--- config.mk ---
export PLATFORM = sky130hd
export DESIGN_NAME = alu_pipe
export DESIGN_NICKNAME = d
export VERILOG_FILES = /design/src/rtl/alu_pipe.sv
export SDC_FILE = /design/constraint.sdc
export NUM_CORES = 1
export LEC_CHECK = 0
export CELL_PAD_IN_SITES_DETAIL_PLACEMENT = 1
export CELL_PAD_IN_SITES_GLOBAL_PLACEMENT = 2
export CORE_MARGIN = 2
export CORE_UTILIZATION = 35
export CTS_CLUSTER_DIAMETER = 40
export CTS_CLUSTER_SIZE = 14
export DETAILED_ROUTE_END_ITERATION = 10
export GPL_TIMING_DRIVEN = 1
export PLACE_DENSITY = 0.81
export SLEW_MARGIN = 20
export SYNTH_ARGS = -nofsm -noshare
export SYNTH_HDL_FRONTEND = slang
export SYNTH_SLANG_ARGS = --single-unit
--- constraint.sdc ---
create_clock -name clk -period 3.7 [get_ports clk]
set_input_delay 0.74 -clock clk [delete_from_list [all_inputs] [get_ports clk]]
set_output_delay 0.74 -clock clk [all_outputs]
set_load 0.03 [all_outputs]
--- src/rtl/alu_pipe.sv ---
// alu_pipe: registered Hack-style ALU with carry/overflow flags, an optional
// iterative shift-add multiplier, and valid/ready handshakes on both sides.
// One result is buffered at the output; a new operation is only taken when
// that buffer is empty or being drained in the same cycle.
module alu_pipe #(
  parameter int WIDTH  = 16,
  parameter bit MUL_EN = 1'b1
) (
  input  logic             clk,
  input  logic             rst_n,
  input  logic             in_valid,
  output logic             in_ready,
  input  logic [WIDTH-1:0] x,
  input  logic [WIDTH-1:0] y,
  input  logic             zx,
  input  logic             nx,
  input  logic             zy,
  input  logic             ny,
  input  logic             f,
  input  logic             no,
  input  logic             mul,
  output logic             out_valid,
  input  logic             out_ready,
  output logic [WIDTH-1:0] out,
  output logic             zr,
  output logic             ng,
  output logic             cy,
  output logic             ov,
  output logic             busy
);

  localparam int CNT_W = $clog2(WIDTH + 1);

  typedef enum logic {IDLE, MUL} state_t;

  // Zero then optionally invert an operand, as the Hack ALU does.
  function automatic logic signed [WIDTH-1:0] prep(input logic signed [WIDTH-1:0] v,
                                                   input logic z, input logic n);
    logic signed [WIDTH-1:0] t;
    t = z ? '0 : v;
    return n ? ~t : t;
  endfunction

  // Optional final inversion of the result.
  function automatic logic signed [WIDTH-1:0] post(input logic signed [WIDTH-1:0] r,
                                                   input logic n);
    return n ? ~r : r;
  endfunction

  state_t                  state;
  logic                    vld_p1;
  logic signed [WIDTH-1:0] res_p1;
  logic        [WIDTH-1:0] mcand;
  logic        [WIDTH-1:0] mplier;
  logic        [WIDTH-1:0] acc;
  logic        [CNT_W-1:0] cnt;
  logic                    no_m;

  // ---- stage p0: operand preprocessing and combinational ALU ----
  logic signed [WIDTH-1:0] px_p0;
  logic signed [WIDTH-1:0] py_p0;
  logic        [WIDTH:0]   sum_p0;
  logic signed [WIDTH-1:0] alu_p0;
  logic                    carry_p0;
  logic                    ovf_p0;
  logic                    mul_p0;
  logic                    accept_p0;
  logic        [WIDTH-1:0] acc_nxt;
  logic signed [WIDTH-1:0] mres;

  assign px_p0     = prep(x, zx, nx);
  assign py_p0     = prep(y, zy, ny);
  assign sum_p0    = {1'b0, px_p0} + {1'b0, py_p0};
  assign alu_p0    = post(f ? sum_p0[WIDTH-1:0] : (px_p0 & py_p0), no);
  assign carry_p0  = f & sum_p0[WIDTH];
  assign ovf_p0    = f & (px_p0[WIDTH-1] == py_p0[WIDTH-1])
                       & (sum_p0[WIDTH-1] != px_p0[WIDTH-1]);
  assign mul_p0    = MUL_EN ? mul : 1'b0;
  assign in_ready  = (state == IDLE) & (~vld_p1 | out_ready);
  assign accept_p0 = in_valid & in_ready;
  assign acc_nxt   = acc + (mplier[0] ? mcand : '0);
  assign mres      = post(acc_nxt, no_m);

  // ---- stage p1: result register, flags, and multiply sequencer ----
  // Single FSM owning the output buffer and the shift-add iteration state.
  always_ff @(posedge clk or negedge rst_n) begin
    if (!rst_n) begin
      state  <= IDLE;
      vld_p1 <= 1'b0;
      res_p1 <= '0;
      zr     <= 1'b0;
      ng     <= 1'b0;
      cy     <= 1'b0;
      ov     <= 1'b0;
      busy   <= 1'b0;
      mcand  <= '0;
      mplier <= '0;
      acc    <= '0;
      cnt    <= '0;
      no_m   <= 1'b0;
    end else if (state == IDLE) begin
      if (accept_p0) begin
        if (mul_p0) begin
          // Any previous result was consumed this edge, so the buffer empties.
          state  <= MUL;
          mcand  <= px_p0;
          mplier <= py_p0;
          acc    <= '0;
          cnt    <= CNT_W'(WIDTH);
          no_m   <= no;
          busy   <= 1'b1;
          vld_p1 <= 1'b0;
        end else begin
          res_p1 <= alu_p0;
          zr     <= (alu_p0 == '0);
          ng     <= alu_p0[WIDTH-1];
          cy     <= carry_p0;
          ov     <= ovf_p0;
          vld_p1 <= 1'b1;
        end
      end else if (vld_p1 && out_ready) begin
        vld_p1 <= 1'b0;
      end
    end else begin
      acc    <= acc_nxt;
      mcand  <= mcand << 1;
      mplier <= mplier >> 1;
      cnt    <= cnt - CNT_W'(1);
      if (cnt == CNT_W'(1)) begin
        // Last partial product folded in: publish the low WIDTH bits.
        res_p1 <= mres;
        zr     <= (mres == '0);
        ng     <= mres[WIDTH-1];
        cy     <= 1'b0;
        ov     <= 1'b0;
        vld_p1 <= 1'b1;
        busy   <= 1'b0;
        state  <= IDLE;
      end
    end
  end

  assign out       = res_p1;
  assign out_valid = vld_p1;

endmodule

==> summary.txt, run 1 <==
Status
  • Outcome: complete, no violations

Cells and area
  • Nets: just over 1000
  • Layout area overhead: 44.4%
  • Ant diodes: 0
  • Final core utilization: 0.511
  • Commonest non-fill, non-tap cell in the layout: buf_4
  • Filler Cell Count: between 2000 and 2500
  • Most frequent cells in the layout: buf_4, nand2_1, dfrtp_1
  • Multi-input combinational cell area: ~4600 sq um
  • Storage element area: between 1500 and 2000 sq um
  • Design Area, Final: between 9000 and 10000 sq um
  • Share of cells above drive strength 1: 0.269

Die
  • Core area: ~18000 sq um
  • Die H: between 100 and 150 um
  • Die area: around 19000 sq um
  • # IOs: 66
  • Core Rows: 49
  • Die X: ~140 um
  • Initial core utilization: 0.354

GRT
  • First-pass GRT wire length: between 30 and 40 mm
  • GR Overflow Total: 0
  • Overall fraction of global-route tracks in use: 0.232
  • Initial antenna violation count: 0
  • Largest net degree at the start of global routing: between 70 and 80
  • Vias in the first global route: roughly 6600

Detailed routing
  • WL per Instance: about 19 um
  • DRC: 0
  • DRT Wirelength: 22.7 mm
  • Via/cell ratio: ~5.2
  • Vias: 6178
  • Detailed Routing Iterations Pass 1: 5
  • DR iter-0 viols: 316
  • Final ANT Viol Nets: 0

STA
  • Slew margin rel.: 0.359
  • Final Cycle Share: 1.00
  • Pins Over Slew Limit: 0
  • Worst Clk Skew: between 0.008 and 0.009 ns
  • Measured slew at the worst slew-check pin: roughly 0.96 ns
  • Setup violators final: 0
  • RSZ-0062 raised after global routing: yes
  • Achievable Freq: roughly 270 MHz
  • Final Hold Fails: 0
  • Tmin final: 3.70 ns

Clocking
  • Max Buffers Root-to-Sink: 2
  • Clk sinks: 76
  • Clk slew on worst S/H paths: approximately 0.07 ns
  • H-tree lvl count: 3
  • Total CTS buffers: 9
  • Clock Latency Late Sink: approximately 0.36 ns
  • CTS tree: built
  • Clock Root Buffer: clkbuf_16
  • CTS Hold Bufs: 0

Placed design
  • Post-DP HPWL: around 16 mm
  • Placed Area: roughly 8000 sq um
  • Port Buffer Count: between 60 and 70
  • Routability cong.: 0.884

Yosys
  • Synth Net Count: ~840
  • Asr flop ratio synth: 1.00
  • Ys flop type: dfrtp_1
  • Sequential area share after synthesis: 0.301
  • Netlist cell types: 65
  • Synthesis Warnings: 0
  • Mapped Cells: 765
  • Post-synthesis register bit count: 76
  • Post-Syn Area per Cell: between 8 and 9 sq um
  • Number of flops mapped to enable cells by yosys: 0
  • Mapped cell area: 6310 sq um

Power and ir drop
  • Max VDD drop: 324 uV
  • Pwr dens: a little over 600 nW/um^2
  • Pleak: 4.06 nW

Worst setup path
  • CP max stage cell: ha_1
  • Crit end category: flip-flop
  • Setup crit start kind: primary input
  • Critical path's largest stage delay: about 0.34 ns
  • Req. time, crit path: slightly below 4 ns
  • Crit path max-delay family: compound AO/OA/AOI/OAI gates
  • Crit path buf inv count: 6
  • CP arrival: 3.94 ns
  • Setup Crit Path Kind: in -> reg
  • Critical-path maximum fanout: 7
  • Cell Chain, Critical Path: clkdlybuf4s15_1, buf_6, buf_12, buf_6, buf_4, xnor2_2, ha_1, a21oi_1, o21ai_0, nor3_1, o21ai_0, a31oi_1, xnor2_1, mux2i_1, buf_4, xnor2_1, a221o_1

Job
  • Max_cap viols: 0

Worst hold path
  • HP Class: in -> async
==> registers in the layout (all words and copies together), names as in the netlist, 5 cells and up <==
register	cells
mcand	16
acc	16
out	15
cnt	5
mplier	16
==> worst register-to-register path: stages, from the launching register on <==
cell	delay, ns
dfrtp_1	0.42
and2_1	0.16
ha_1	0.20
fa_1	0.42
a21o_1	0.19
a21oi_2	0.17
nor4_1	0.07
nor2_1	0.20
a31o_2	0.26
mux2i_2	0.29
nand2_1	0.15
or4_1	0.52
mux2i_1	0.15
nand4_1	0.16
o311ai_2	0.10
==> timing repair <==
action | CTS | global route
resized for setup | 75 | 39
cloned | 0 | 0
endpoints found under the setup margin | 8 | 6
pin swaps | 33 | 28
buffers inserted | 19 | 10
endpoints found under the hold margin | 0 | 0
==> cells by family after synthesis <==
group	synth area share
simple gates	0.222
flops	0.301
compound gates	0.159
xor+xnor	0.154
mux	0.0493
buf+inv	0.0424
fa+ha+maj	0.0717
==> routing by layer <==
metal | vias to the layer above | part of all wire | GRT usage
met5 | - | 0 | 0
met2 | 94 | 0.52 | 0.424
met4 | 0 | 0.016 | 0.0618
li1 | 2982 | - | -
met1 | 3071 | 0.44 | 0.291
met3 | 31 | 0.023 | 0.0270
==> area by class of cell <==
type	instances	share of cell area
inverter	22	0.00906
tap	229	0.0314
clock buffer	9	0.0247
sequential	76	0.209
timing repair buffer	216	0.203
multi-input combinational	623	0.507
clock inverter	7	0.0161
==> path summary, 6_finish.rpt <==
check	cells past startpoint	start	to	slack [ns]
max in group asynchronous	1	rst_n	acc[3]	2.78
setup / recovery	17	ny	ng	0.0002
hold / removal	1	rst_n	cnt[4]	0.40
setup reg to reg	14	mplier[0]	zr	0.14
hold reg to reg	2	busy	busy	0.48
min in group clk	2	busy	busy	0.48
==> Yosys cell counts, types with 3 or more instances <==
master     number  area [sq um]
a211oi_1        5          37.5
a21o_1          9          67.6
a21oi_1        42           210
a31o_2          3          26.3
a31oi_1         7          43.8
and2_1         17           106
and2b_1         5          37.5
and3_1          5          31.3
buf_1           8          30.0
clkbuf_1       32           120
dfrtp_1        76          1900
ha_1           33           413
inv_1          20          75.1
mux2i_1        30           300
nand2_1       128           480
nand2b_1       22           138
nand3_1        22           110
nand4_1         4          25.0
nor2_1         34           128
nor2b_1        11          68.8
nor3_1          7          35.0
nor4_1          5          31.3
nor4b_1         3          26.3
o2111ai_1       3          26.3
o21a_1          3          22.5
o21ai_0        71           355
o21bai_1        6          45.0
o22ai_1         3          18.8
or3_1           4          25.0
or4_1           6          45.0
xnor2_1        72           631
xor2_1         29           254
==> power breakdown <==
part	internal, mW	total, mW	switching (mW)
clock	0.734	1.14	0.409
sequential	1.16	1.44	0.280
combinational	1.33	3.02	1.69
total	3.23	5.61	2.38
==> through the flow <==
stage	setup TNS, ns	total power, mW	cells	setup slack, ns	hold slack, ns
after floorplan	-0.00527	3.19	765	-0.00527	0.444
after global placement	-3.73	4.11	1138	-0.605	0.459
after detailed placement	-5.57	4.25	1138	-0.745	0.469
after CTS	-0.00824	5.52	1173	-0.00824	0.485
after global routing	-0.252	6.01	1182	-0.0915	0.485
final	0	5.61	1182	0.000215	0.397
Power figures use the tool's default switching activity.
==> run 2, diff against run 1 <==
--- a/config.mk
+++ b/config.mk
@@ -7,13 +7,14 @@
 export LEC_CHECK = 0
 export CELL_PAD_IN_SITES_DETAIL_PLACEMENT = 1
 export CELL_PAD_IN_SITES_GLOBAL_PLACEMENT = 2
-export CORE_MARGIN = 2
-export CORE_UTILIZATION = 35
-export CTS_CLUSTER_DIAMETER = 40
+export CORE_MARGIN = 3
+export CORE_UTILIZATION = 36
+export CTS_BUF_LIST = sky130_fd_sc_hd__clkbuf_4 sky130_fd_sc_hd__clkbuf_8
+export CTS_CLUSTER_DIAMETER = 100
 export CTS_CLUSTER_SIZE = 14
 export DETAILED_ROUTE_END_ITERATION = 10
 export GPL_TIMING_DRIVEN = 1
-export PLACE_DENSITY = 0.81
+export PLACE_DENSITY = 0.83
 export SLEW_MARGIN = 20
 export SYNTH_ARGS = -nofsm -noshare
 export SYNTH_HDL_FRONTEND = slang
==> run 2 against run 1 <==
Routed wire length decreased by 9.9%. Register-to-register slack improved by 0.02 ns. Non-clock buffer count decreased by 19. Sequential cell count unchanged. Highest routed layer unchanged. Global-route usage decreased by 2.3 points. Worst setup slack improved by 0.098 ns. Combinational power decreased by 3%. Power decreased by 11%.
==> summary.txt, run 2 (synthesis gave the netlist of run 1 again) <==
Worst setup path
  • Setup Crit Path Kind: in -> reg
  • Req. time, crit path: 4.00 ns (+0.06 ns)
  • Crit path max-delay family: compound AO/OA/AOI/OAI gates
  • R2r startpoint: mcand[0]
  • CP max stage cell: or4b_4
  • Critical-path maximum fanout: 3 (-4)
  • Setup crit start kind: primary input
  • Critical path's largest stage delay: 0.53 ns (+0.19 ns)
  • CP arrival: 3.91 ns (-0.03 ns)
  • Crit end category: flip-flop
  • R2R Path End: zr
  • Worst setup startpoint: y[2]
  • Crit path buf inv count: 1 (-5)
  • R2R Setup Slk: 0.16 ns (+0.02 ns)
  • Cell Chain, Critical Path: dlygate4sd2_1, or2b_4, xnor2_2, ha_1, a21oi_4, o21ai_2, a22o_4, o21ai_1, nand2_1, a31o_2, or4b_4, a2111oi_4, nand4bb_1, o311ai_2
  • Worst Reg-to-Reg Cells: 14 (unchanged)

Cells and area
  • Layout area overhead: 36.2%
  • Filler Cell Count: 2002 (-3.0%)
  • Nets: 1007 (-1.9%)
  • Largest registers: acc (16), mcand (16), mplier (16)
  • Share of cells above drive strength 1: 0.241 (-0.0277)
  • Ant diodes: 0 (unchanged)
  • Commonest non-fill, non-tap cell in the layout: nand2_1
  • Most frequent cells in the layout: nand2_1, buf_4, dfrtp_1

STA
  • WHS: 0.383 ns (-0.0142 ns)
  • Achievable Freq: 278 MHz (+2.7%)
  • Final Cycle Share: 0.973 (-0.0266)
  • Measured slew at the worst slew-check pin: 0.955 ns (-0.00349 ns)
  • Final Hold Fails: 0 (unchanged)
  • Tmin final: 3.60 ns (-0.0985 ns)
  • Setup violators final: 0 (unchanged)
  • Pins Over Slew Limit: 0 (unchanged)
  • Worst Clk Skew: 0.0178 ns (+0.00900 ns)
  • Slew margin rel.: 0.361 (+0.00234)

Clocking
  • Clk slew on worst S/H paths: 0.10 ns (+0.03 ns)
  • Clock Latency Late Sink: 0.39 ns (+0.03 ns)
  • Max Buffers Root-to-Sink: 2 (unchanged)
  • CTS tree: built
  • H-tree lvl count: 3 (unchanged)
  • Clk sinks: 76 (unchanged)
  • Clock Root Buffer: clkbuf_8
  • Total CTS buffers: 9 (unchanged)

Placed design
  • Port Buffer Count: 65 (unchanged)
  • Post-DP HPWL: 15.8 mm (+1.0%)
  • Routability cong.: 0.919 (+3.9%)

Die
  • Core Rows: 47 (-4.1%)
  • Die H: 138 um (about the same)
  • Die X: 138 um (about the same)
  • Die area: 19200 sq um (+0.17%)
  • Initial core utilization: 0.374 (+0.0202)
  • # IOs: 66 (unchanged)
  • Core area: 16900 sq um (-5.4%)

Detailed routing
  • Detailed Routing Iterations Pass 1: 7 (+2)
  • DR iter-0 viols: 234 (-26%)
  • DRC: 0 (unchanged)
  • Via/cell ratio: 5.22 (-0.19%)
  • DRT Wirelength: 20.5 mm (-9.9%)
  • WL per Instance: 17.7 um (-7.7%)
  • Final ANT Viol Nets: 0 (unchanged)
  • Vias: 6020 (-2.6%)

Power and ir drop
  • Max VDD drop: 295 uV (-8.9%)
  • Pwr dens: 582 nW/um^2 (-5.3%)
  • Pleak: 3.84 nW (-5.4%)
  • Final Total Pwr: 5.01 mW (-11%)

GRT
  • Overall fraction of global-route tracks in use: 0.209 (-0.0235)
  • First-pass GRT wire length: 32.9 mm (-7.4%)
  • Initial antenna violation count: 0 (unchanged)
  • GR Overflow Total: 0 (unchanged)
  • Vias in the first global route: 6409 (-2.7%)
  • Largest net degree at the start of global routing: 77 (unchanged)

Worst hold path
  • HP Class: in -> async

Job
  • Max_cap viols: 0 (unchanged)

Status
  • Outcome: complete, no violations
run 2: changes by cell type in the layout (fill, tap and decap cells not counted), sizes merged:
cell / change
buf: -21
bufinv: -4
clkbuf: +2
clkdlybuf4s15: -2
dlymetal6s2s: +2
inv: +2
clkinv: +1
clkinvlp: +1
run 2: layer usage:
metal,global-route usage,vias to the layer above,wire length (um)
li1,-,2940,-
met4,0.0676,0,351
met1,0.266,2950,9230
met3,0.0238,27,634
met2,0.369,103,10300
met5,0,-,0
run 2: layout make-up:
type                            instances  area [sq um]  share of cell area
Clock inverter                          7          55.1             0.00640
Sequential cell                        76          1900               0.221
Clock buffer                            9           124              0.0144
Timing Repair Buffer                  197          1660               0.193
Tap cell                              220           275              0.0320
Inverter                               22          82.6             0.00960
Multi-Input combinational cell        623          4500               0.524
run 2: worst max path at each step:
| stage | end | cells past startpoint | slack [ns] |
|---|---|---|---|
| floorplan | zr | 15 | -0.005 |
| CTS | zr | 16 | 0.002 |
| finish | zr | 14 | 0.1 |
| global placement | zr | 14 | -0.62 |
| global route | zr | 14 | -0.07 |
| detailed placement | zr | 14 | -0.70 |
run 2: timing repair:
action                     4_1_cts  5_1_grt
gates resized for setup         42       42
setup endpoints to repair        6        5
hold endpoints to repair         0        0
hold buffers                     0        0
setup buffers                    9        8
pin swaps                       23       25
run 2: power breakdown:
group	total, mW	switching, mW	leakage, nW	internal [mW]
Sequential	1.41	0.250	0.974	1.16
Clock	0.652	0.398	0.0923	0.254
Combinational	2.94	1.65	2.77	1.29
Total	5.01	2.30	3.84	2.71
run 2: stage by stage:
step,setup slack [ns],setup TNS (ns),area [sq um],utilization,instances
floorplan,-0.00527,-0.00527,6380,-,765
global placement,-0.621,-2.92,7960,0.472,1121
detailed placement,-0.699,-4.51,7960,0.472,1121
CTS,0.00207,0,8380,0.496,1146
global route,-0.0658,-0.125,8600,0.510,1154
finish,0.0987,0,8600,0.510,1154
==> run 3, diff against run 2 <==
--- a/config.mk
+++ b/config.mk
@@ -14,6 +14,7 @@
 export CTS_CLUSTER_SIZE = 14
 export DETAILED_ROUTE_END_ITERATION = 10
 export GPL_TIMING_DRIVEN = 1
+export MAX_ROUTING_LAYER = met4
 export PLACE_DENSITY = 0.83
 export SLEW_MARGIN = 20
 export SYNTH_ARGS = -nofsm -noshare
==> run 3 against run 2 <==
Sequential share of layout area is 0.22 points lower. Worst setup slack worse by 0.054 ns. Clock power up 19%. Utilization is 0.50 points higher. Power is 3.0% higher. Hold slack better by 0.0056 ns. Critical path depth down 1. Routed wire length up 3.1%. Largest cell class unchanged. Combinational power about the same. Highest routed layer unchanged. Cell area increased by 0.99%. Non-clock buffer count grew 3.
==> summary.txt, run 3 (synthesis gave the netlist of run 1 again) <==
Power and ir drop
  • Sequential group share of total power: 0.274 (-0.008)
  • Logic pwr share: 0.575 (-0.013)
  • Max VDD drop: 264 uV (-11%)
  • Sw Pwr: 2.29 mW (-0.32%)
  • Pwr dens: 594 nW/um^2 (+2.0%)
  • Internal power: 2.86 mW (+5.8%)
  • Pleak: 3.85 nW (+0.44%)
  • Net Sw Frac: 0.445 (-0.0148)
  • Clock network fraction of total power: 0.151 (+0.021)

STA
  • Achievable Freq: 274 MHz (-1.5%)
  • RSZ-0062 raised after global routing: yes
  • Setup tns final: 0 ns (unchanged)
  • Final Hold Fails: 0 (unchanged)
  • Worst Clk Skew: 0.0104 ns (-0.00738 ns)
  • Slew margin rel.: 0.375 (+0.0145)
  • WHS: 0.388 ns (+0.00563 ns)
  • Tmin final: 3.65 ns (+0.0535 ns)
  • Pins Over Slew Limit: 0 (unchanged)
  • Measured slew at the worst slew-check pin: 0.933 ns (-0.0216 ns)
  • Setup violators final: 0 (unchanged)
  • Final Cycle Share: 0.988 (+0.0145)

Clocking
  • Clk sinks: 76 (unchanged)
  • Clk slew on worst S/H paths: 0.09 ns (about the same)
  • Clock Root Buffer: clkbuf_8
  • Clock Latency Late Sink: 0.38 ns (about the same)
  • Max Buffers Root-to-Sink: 2 (unchanged)
  • CTS tree: built
  • H-tree lvl count: 3 (unchanged)
  • Total CTS buffers: 9 (unchanged)

Die
  • Core area: 16900 sq um (unchanged)
  • Die H: 138 um (unchanged)
  • Core Rows: 47 (unchanged)
  • # IOs: 66 (unchanged)
  • Die area: 19200 sq um (unchanged)
  • Initial core utilization: 0.374 (unchanged)
  • Die X: 138 um (unchanged)

Placed design
  • Placed Area: 8000 sq um (+0.47%)
  • Port Buffer Count: 65 (unchanged)
  • Post-DP HPWL: 15.9 mm (+0.44%)
  • Cells after DPL: 1126 (+0.45%)
  • Routability cong.: 0.895 (-2.6%)

Cells and area
  • Fin cells: 1157 (+0.26%)
  • Final core utilization: 0.515 (+0.00504)
  • Nets: 1010 (+0.30%)
  • Multi-input combinational cell area: 4520 sq um (+0.47%)
  • Share of cells above drive strength 1: 0.241 (+0.000296)
  • Commonest non-fill, non-tap cell in the layout: buf_4
  • Ant diodes: 0 (unchanged)
  • Layout area overhead: 37.6%
  • Storage element area: 1900 sq um (unchanged)
  • Most frequent cells in the layout: buf_4, nand2_1, dfrtp_1
  • Largest registers: acc (16), mcand (16), mplier (16)
  • Filler Cell Count: 1973 (-1.4%)
  • Design Area, Final: 8690 sq um (+0.99%)

Status
  • Outcome: complete, no violations

Worst setup path
  • R2R Path End: zr
  • Crit end category: flip-flop
  • Worst setup startpoint: x[4]
  • Worst Reg-to-Reg Cells: 14 (unchanged)
  • R2R Setup Slk: 0.16 ns (about the same)
  • Setup Crit Path Kind: in -> reg
  • CP arrival: 3.95 ns (+0.04 ns)
  • CP endpoint: zr
  • R2r startpoint: mcand[0]
  • Req. time, crit path: 3.99 ns (about the same)
  • Setup crit start kind: primary input
  • Critical-path maximum fanout: 2 (-1)

Detailed routing
  • Via/cell ratio: 5.22 (about the same)
  • DRC: 0 (unchanged)
  • Final ANT Viol Nets: 0 (unchanged)
  • WL per Instance: 18.3 um (+2.9%)
  • Vias: 6039 (+0.32%)
  • DRT Wirelength: 21.1 mm (+3.1%)
  • DR iter-0 viols: 216 (-7.7%)
  • Detailed Routing Iterations Pass 1: 4 (-3)

GRT
  • Vias in the first global route: 6531 (+1.9%)
  • GR Overflow Total: 0 (unchanged)
  • Largest net degree at the start of global routing: 77 (unchanged)
  • Overall fraction of global-route tracks in use: 0.222 (+0.0128)
  • Initial antenna violation count: 0 (unchanged)
  • First-pass GRT wire length: 33.7 mm (+2.3%)

Worst hold path
  • HP Class: in -> async

Job
  • Max_cap viols: 0 (unchanged)
## run 3: cell types whose count changed in the layout (fill, tap and decap cells not counted), sizes merged
cell          previous run  this run
buf                    133       138
inv                     25        22
bufinv                   0         2
dlygate4sd2              5         7
dlymetal6s2s             2         0
clkbuf                  12        11
clkinv                   3         4
clkinvlp                 1         0
## run 3: how the worst min path moves through the flow
stage / start / to / slack, ns
after global placement: out[12] / out[12] / 0.46
after CTS: out[12] / out[12] / 0.50
after detailed placement: out[12] / out[12] / 0.48
final: rst_n / cnt[0] / 0.39
after floorplan: rst_n / acc[0] / 0.44
after global routing: rst_n / cnt[0] / 0.45
## run 3: per-layer routing
metal | part of all wire | global-route usage | routed length (um)
met1 | 0.45 | 0.271 | 9410
met2 | 0.51 | 0.393 | 10900
met3 | 0.019 | 0.0173 | 402
met4 | 0.021 | 0.0629 | 446
met5 | 0 | - | 0
## run 3: per-stage QoR
step | total power, mW | worst slack [ns]
3_3_place_gp | 4.13 | -0.559
2_1_floorplan | 3.19 | -0.00527
5_1_grt | 5.56 | -0.0794
4_1_cts | 5.12 | 0.0221
6_report | 5.16 | 0.0452
3_5_place_dp | 4.26 | -0.740
## run 3: power by group through the flow
stage / combinational (mW) / clock (mW) / sequential [mW]
after global routing: 3.26 / 0.834 / 1.46
after CTS: 2.90 / 0.801 / 1.42
final: 2.97 / 0.778 / 1.41
after detailed placement: 2.82 / 0 / 1.43
after floorplan: 1.65 / 0 / 1.54
after global placement: 2.72 / 0 / 1.40
## run 3: cell type report
type,instances,area share
Tap cell,220,0.0317
Timing Repair Buffer,200,0.192
Clock inverter,6,0.0109
Sequential cell,76,0.219
Multi-Input combinational cell,623,0.521
Inverter,22,0.00951
Clock buffer,10,0.0158
## run 3: critical path: stages
cell,delay [ns]
clkdlybuf4s50_1,0.46
and2b_1,0.19
xor2_2,0.18
ha_1,0.27
a21oi_1,0.21
nand2_1,0.15
o21ai_1,0.20
nand2_1,0.08
a31o_2,0.24
or4b_4,0.53
a2111oi_4,0.32
nand4bb_1,0.15
o311ai_2,0.23
## run 3: timing repair
item / in CTS / in global routing
pin swaps: 29 / 20
setup endpoints to repair: 5 / 5
resized for setup: 52 / 35
hold buffers: 0 / 0
buffers inserted: 11 / 6
